## src/rtl/mem_arb_pkg.sv

```systemverilog
// ============================================================================
// mem_arb_pkg : shared state encoding and owner IDs for mem_port_arbiter
// Rev 1.0
// ============================================================================
`default_nettype none

package mem_arb_pkg;

    typedef enum logic [1:0] {
        IDLE  = 2'd0,
        BUS_I = 2'd1,
        BUS_D = 2'd2,
        RESP  = 2'd3
    } state_t;

    localparam logic OWN_I = 1'b0;
    localparam logic OWN_D = 1'b1;

endpackage

`default_nettype wire

```

## src/rtl/mem_arb_pick.sv

```systemverilog
// ============================================================================
// mem_arb_pick : D-priority select with starvation override and its counter
// Rev 1.0
// ============================================================================
`default_nettype none

module mem_arb_pick #(
    parameter int STARVE_MAX = 3
) (
    input  logic clk,
    input  logic reset,
    input  logic i_req,
    input  logic d_req,
    input  logic grant,
    output logic pick_d
);

    localparam int CNT_W = (STARVE_MAX < 1) ? 1 : $clog2(STARVE_MAX + 1);

    logic [CNT_W-1:0] r_starve_cnt;
    logic             w_starved;

    assign w_starved = (r_starve_cnt == CNT_W'(STARVE_MAX));
    assign pick_d    = d_req && !(i_req && w_starved);

    // Counts D-wins taken while the fetch port was waiting; any I-win clears it.
    always_ff @(posedge clk or posedge reset) begin
        if (reset) begin
            r_starve_cnt <= '0;
        end else if (grant) begin
            if (!pick_d) begin
                r_starve_cnt <= '0;
            end else if (i_req && !w_starved) begin
                r_starve_cnt <= r_starve_cnt + 1'b1;
            end
        end
    end

endmodule

`default_nettype wire

```

## src/rtl/mem_port_arbiter.sv

```systemverilog
// ============================================================================
// mem_port_arbiter : shares one memory port between fetch (I) and data (D)
// Rev 1.0
// ============================================================================
`default_nettype none

module mem_port_arbiter
    import mem_arb_pkg::*;
#(
    parameter int ADDR_W     = 32,
    parameter int DATA_W     = 32,
    parameter int STARVE_MAX = 3
) (
    input  logic              clk,
    input  logic              reset,
    input  logic              i_req,
    input  logic [ADDR_W-1:0] i_addr,
    output logic [DATA_W-1:0] i_rdata,
    output logic              i_ack,
    input  logic              d_req,
    input  logic              d_we,
    input  logic [ADDR_W-1:0] d_addr,
    input  logic [DATA_W-1:0] d_wdata,
    output logic [DATA_W-1:0] d_rdata,
    output logic              d_ack,
    output logic              m_req,
    output logic              m_we,
    output logic [ADDR_W-1:0] m_addr,
    output logic [DATA_W-1:0] m_wdata,
    input  logic [DATA_W-1:0] m_rdata,
    input  logic              m_ack,
    output logic              busy,
    output logic              owner_d
);

    state_t r_state;
    logic   w_grant;
    logic   w_pick_d;

    assign w_grant = (r_state == IDLE) && (i_req || d_req);

    mem_arb_pick #(
        .STARVE_MAX (STARVE_MAX)
    ) u_pick (
        .clk    (clk),
        .reset  (reset),
        .i_req  (i_req),
        .d_req  (d_req),
        .grant  (w_grant),
        .pick_d (w_pick_d)
    );

    always_ff @(posedge clk or posedge reset) begin
        if (reset) begin
            r_state <= IDLE;
            m_req   <= 1'b0;
            m_we    <= 1'b0;
            m_addr  <= '0;
            m_wdata <= '0;
            i_rdata <= '0;
            d_rdata <= '0;
            i_ack   <= 1'b0;
            d_ack   <= 1'b0;
            busy    <= 1'b0;
            owner_d <= OWN_I;
        end else begin
            i_ack <= 1'b0;
            d_ack <= 1'b0;
            case (r_state)
                IDLE: begin
                    if (w_grant) begin
                        m_req <= 1'b1;
                        busy  <= 1'b1;
                        if (w_pick_d) begin
                            r_state <= BUS_D;
                            owner_d <= OWN_D;
                            m_we    <= d_we;
                            m_addr  <= d_addr;
                            m_wdata <= d_wdata;
                        end else begin
                            r_state <= BUS_I;
                            owner_d <= OWN_I;
                            m_we    <= 1'b0;
                            m_addr  <= i_addr;
                            m_wdata <= '0;
                        end
                    end
                end
                BUS_I, BUS_D: begin
                    // Store responses still load d_rdata; the value is simply unused.
                    if (m_ack) begin
                        m_req   <= 1'b0;
                        r_state <= RESP;
                        if (r_state == BUS_D) begin
                            d_rdata <= m_rdata;
                            d_ack   <= 1'b1;
                        end else begin
                            i_rdata <= m_rdata;
                            i_ack   <= 1'b1;
                        end
                    end
                end
                RESP: begin
                    r_state <= IDLE;
                    busy    <= 1'b0;
                    owner_d <= OWN_I;
                end
                default: begin
                    r_state <= IDLE;
                    m_req   <= 1'b0;
                    busy    <= 1'b0;
                    owner_d <= OWN_I;
                end
            endcase
        end
    end

endmodule

`default_nettype wire

```

## config.mk

```make
export PLATFORM = sky130hd
export DESIGN_NAME = mem_port_arbiter
export DESIGN_NICKNAME = d
export VERILOG_FILES = /design/src/rtl/mem_arb_pkg.sv /design/src/rtl/mem_arb_pick.sv /design/src/rtl/mem_port_arbiter.sv
export SDC_FILE = /design/constraint.sdc
export NUM_CORES = 1
export LEC_CHECK = 0
export CAP_MARGIN = 30
export CORE_MARGIN = 3
export CORE_UTILIZATION = 37
export CTS_CLUSTER_SIZE = 14
export DETAILED_ROUTE_END_ITERATION = 10
export GPL_TIMING_DRIVEN = 1
export PLACE_DENSITY = 0.76
export SLEW_MARGIN = 20
export SYNTH_ARGS = -nofsm -noshare
export SYNTH_HDL_FRONTEND = slang
export SYNTH_SLANG_ARGS = --single-unit
```

## constraint.sdc

```tcl
create_clock -name clk -period 4.6 [get_ports clk]
set_clock_uncertainty 0.2 [all_clocks]
set_input_delay 0.92 -clock clk [delete_from_list [all_inputs] [get_ports clk]]
set_output_delay 0.92 -clock clk [all_outputs]
set_load 0.01 [all_outputs]
```

==> out/results.tsv <==
metric	value	unit
Post-CTS Setup Bufs	0	
TritonRoute pass-1 iters	5	
slowest stage delay, CP	0.69	ns
CTS tree	yes	
number of synthesized register bits	138	
Leak	0.00397	uW
Reg power frac	32.9	%
worst slew pin tran	0.828	ns
hpwl dp	11700	microns
crit path to	m_addr[7]	
CP Buf/Inv Count	2	
routability congestion estimate	0.770	
clock sink count	138	
HP Class	flip-flop to flip-flop	
crit start category	input port	
vias in the first global route	4765	
die height	130	microns
worst-path fanout max	19	
Final nets	839	
Crit. End Element	flip-flop	
Post-synth EDFFs	0	
H-tree depth	4	
Seq/Total Area, Yosys	60.8	%
Slew headroom	44.7	%
WL/cell	17.8	microns
FP Rows	44	
area share of the largest cell type after synthesis	60.8	%
top cells by area, synth	dfrtp_1 (61%), mux2_4 (7.7%), mux2_2 (7.3%)	
final core utilization	61.6	%
critical path cell sequence	clkdlybuf4s50_1, a21boi_2, buf_4, a21oi_1, a21oi_1	
Clock Power Share	21.8	%
Worst Setup SP	d_req	
final setup violating endpoints	0	
IO Port Bufs	267	
vias	4482	
fin crit share	60.5	%
Synth Flop Type	dfrtp_1	
antenna-violating nets left	0	
vias per cell	5.00	
DIE AREA	16900	sq um
switching pwr	2020	uW
outcome	finished clean	
Routed WL	16000	microns
Post-synth ARST share	100	%
post_cts resized	0	
Reg2Reg Depth	6	
Hold Vio Cnt, Final	0	
internal power	4440	uW
Syn Area/Cell	13.1	sq um
highest clock rate	359	MHz
residual DRC count	0	
Comb pwr share	45.3	%
Die W	130	microns
antenna cells	0	
r2r endpoint	i_rdata[30]	
largest net degree at the start of global routing	70	
setup_tns	0	ns
area post-placement	8470	sq um
Boundary Pins	268	
initial antenna violation count	0	
P&R area growth vs syn	59.9	%
Setup CP Type	input port to flip-flop	
GRT Residual Overflow	0	
clock slew at reported path FFs	0.06	ns
CP Depth	5	
Top delay family on crit path	buffers and inverters	
Post-Syn Nets	574	
global-route wire length before repair	24800	microns
post-synth top area cell	dfrtp_1	
RSZ-0062 raised after global routing	no	
R2R setup slack	2.20	ns
fraction of layout cells with a size suffix above 1	15.4	%
# hold bufs at CTS	0	
total track usage	18.9	%
Skew-Pair Late Insertion Delay	0.41	ns
max cap viols	0	
cell mode on critical path	a21oi_1	
Final Instance Area	9080	sq um
pwr dens	712	nW/um^2
Slew Viols, Final	0	
slowest CP cell	a21boi_2	
synthesized cell area	5680	sq um
Worst EP arrival	2.91	ns
starting density of the core	38.5	%
synth cell count leaders	dfrtp_1 (138), a21oi_1 (68), mux2_2 (37), nand2_1 (37)	
Switching Fraction	31.3	%
Netlist cell types	28	
Num CTS Buffers	17	
Data required, critical path	4.73	ns
DRT iter0 DRCs	159	
core area	14800	sq um
Syn Inst Count	434	
count leader, synth	dfrtp_1	
VDD IR max	278	uV
Final min period	2.78	ns
clock tree root driver cell	clkbuf_16	
Clock Tree Buf Depth	2	
R2R Path Start	r_state[0]	
Min Hold Slack	0.302	ns
Yosys warnings	0	
-- worst min path at each step --
| stage | startpoint | endpoint | slack, ns | cells past startpoint |
|---|---|---|---|---|
| final | d_rdata[13] | d_rdata[13] | 0.30 | 1 |
| after global routing | i_rdata[23] | i_rdata[23] | 0.31 | 1 |
| after CTS | d_rdata[18] | d_rdata[18] | 0.30 | 1 |
| after detailed placement | d_rdata[13] | d_rdata[13] | 0.29 | 1 |
| after global placement | d_rdata[26] | d_rdata[26] | 0.29 | 1 |
| after floorplan | u_pick.r_starve_cnt[1] | u_pick.r_starve_cnt[1] | 0.28 | 1 |
-- power groups by stage --
stage | Combinational [uW] | Sequential [uW] | Clock, uW
finish | 2930 | 2130 | 1410
global route | 3140 | 2190 | 1490
CTS | 2960 | 2130 | 1440
detailed placement | 2950 | 2140 | 0
global placement | 2840 | 2120 | 0
floorplan | 1250 | 2350 | 0
-- area by class of cell --
cell class	count	area, sq um
well taps	184	230
fillers	1139	5670
flip-flops and latches	138	3450
repair buffers	275	2780
inverters	6	26.3
clock buffers	22	474
multi-input cells	261	1980
clock inverters	10	140
-- placed cells by master (no fill, tap or decap) --
| master | synthesis | routed |
|---|---|---|
| nor2b_1 | 1 | 1 |
| nor2_1 | 34 | 34 |
| buf_16 | 0 | 1 |
| a22oi_1 | 1 | 1 |
| o21ai_0 | 2 | 2 |
| a21bo_2 | 1 | 1 |
| nor2_8 | 1 | 1 |
| o21a_1 | 1 | 1 |
| o311ai_0 | 1 | 1 |
| clkbuf_8 | 0 | 3 |
| inv_6 | 0 | 1 |
| a21boi_2 | 1 | 1 |
| buf_4 | 9 | 5 |
| or3_1 | 1 | 1 |
| bufinv_16 | 0 | 3 |
| inv_1 | 6 | 5 |
| clkbuf_1 | 1 | 2 |
| clkinv_4 | 0 | 1 |
| a32o_1 | 1 | 1 |
| ha_1 | 6 | 6 |
| nor3b_1 | 1 | 1 |
| o21ai_4 | 1 | 1 |
| buf_12 | 3 | 2 |
| clkinvlp_4 | 0 | 4 |
| or2_2 | 0 | 1 |
| dfrtp_1 | 138 | 138 |
| clkinv_2 | 0 | 2 |
| a21oi_1 | 68 | 68 |
| mux2_2 | 37 | 37 |
| a22o_1 | 34 | 34 |
| mux2_4 | 29 | 29 |
| mux2i_1 | 2 | 2 |
| clkbuf_16 | 0 | 17 |
| clkdlybuf4s50_1 | 0 | 267 |
| nand2_1 | 37 | 37 |
-- logic make-up after synthesis --
group                      after synthesis  share of synthesized area, %
DFF                                    138                          60.8
AOI/OAI and AO/OA                      111                          12.7
and+or+nand+nor                         76                          5.51
muxes                                   68                          15.4
buffers and inverters                   35                          4.34
adders and majority gates                6                          1.32
-- layer usage --
layer,share of wire [%],routed length (microns),global-route usage [%],vias up
met5,0,0,0,-
met4,1.6,259,6.66,0
met3,7.8,1240,5.44,23
met2,49,7820,31.6,206
met1,42,6660,23.4,2197
li1,-,-,-,2056
-- through the flow --
stage	cells	power (uW)	worst slack [ns]
after floorplan	434	3600	1.76
after global placement	862	4960	1.46
after detailed placement	864	5090	1.38
after CTS	896	6530	1.82
after global routing	896	6830	1.54
final	896	6460	1.82
-- state kept, by name (all words and copies together) (netlist names) --
signal / count
m_addr: 32
m_we: 1
m_req: 1
owner_d: 1
d_ack: 1
i_rdata: 32
i_ack: 1
m_wdata: 32
r_state: 2
busy: 1
u_pick.r_starve_cnt: 2
d_rdata: 32
-- worst register-to-register path: stages (launching register included) --
cell	delay, ns
dfrtp_1	0.38
inv_1	0.12
ha_1	0.44
nand2_1	0.10
or2_2	0.46
buf_12	0.25
mux2_4	0.33
No activity file was read; power rests on OpenSTA's default activity.
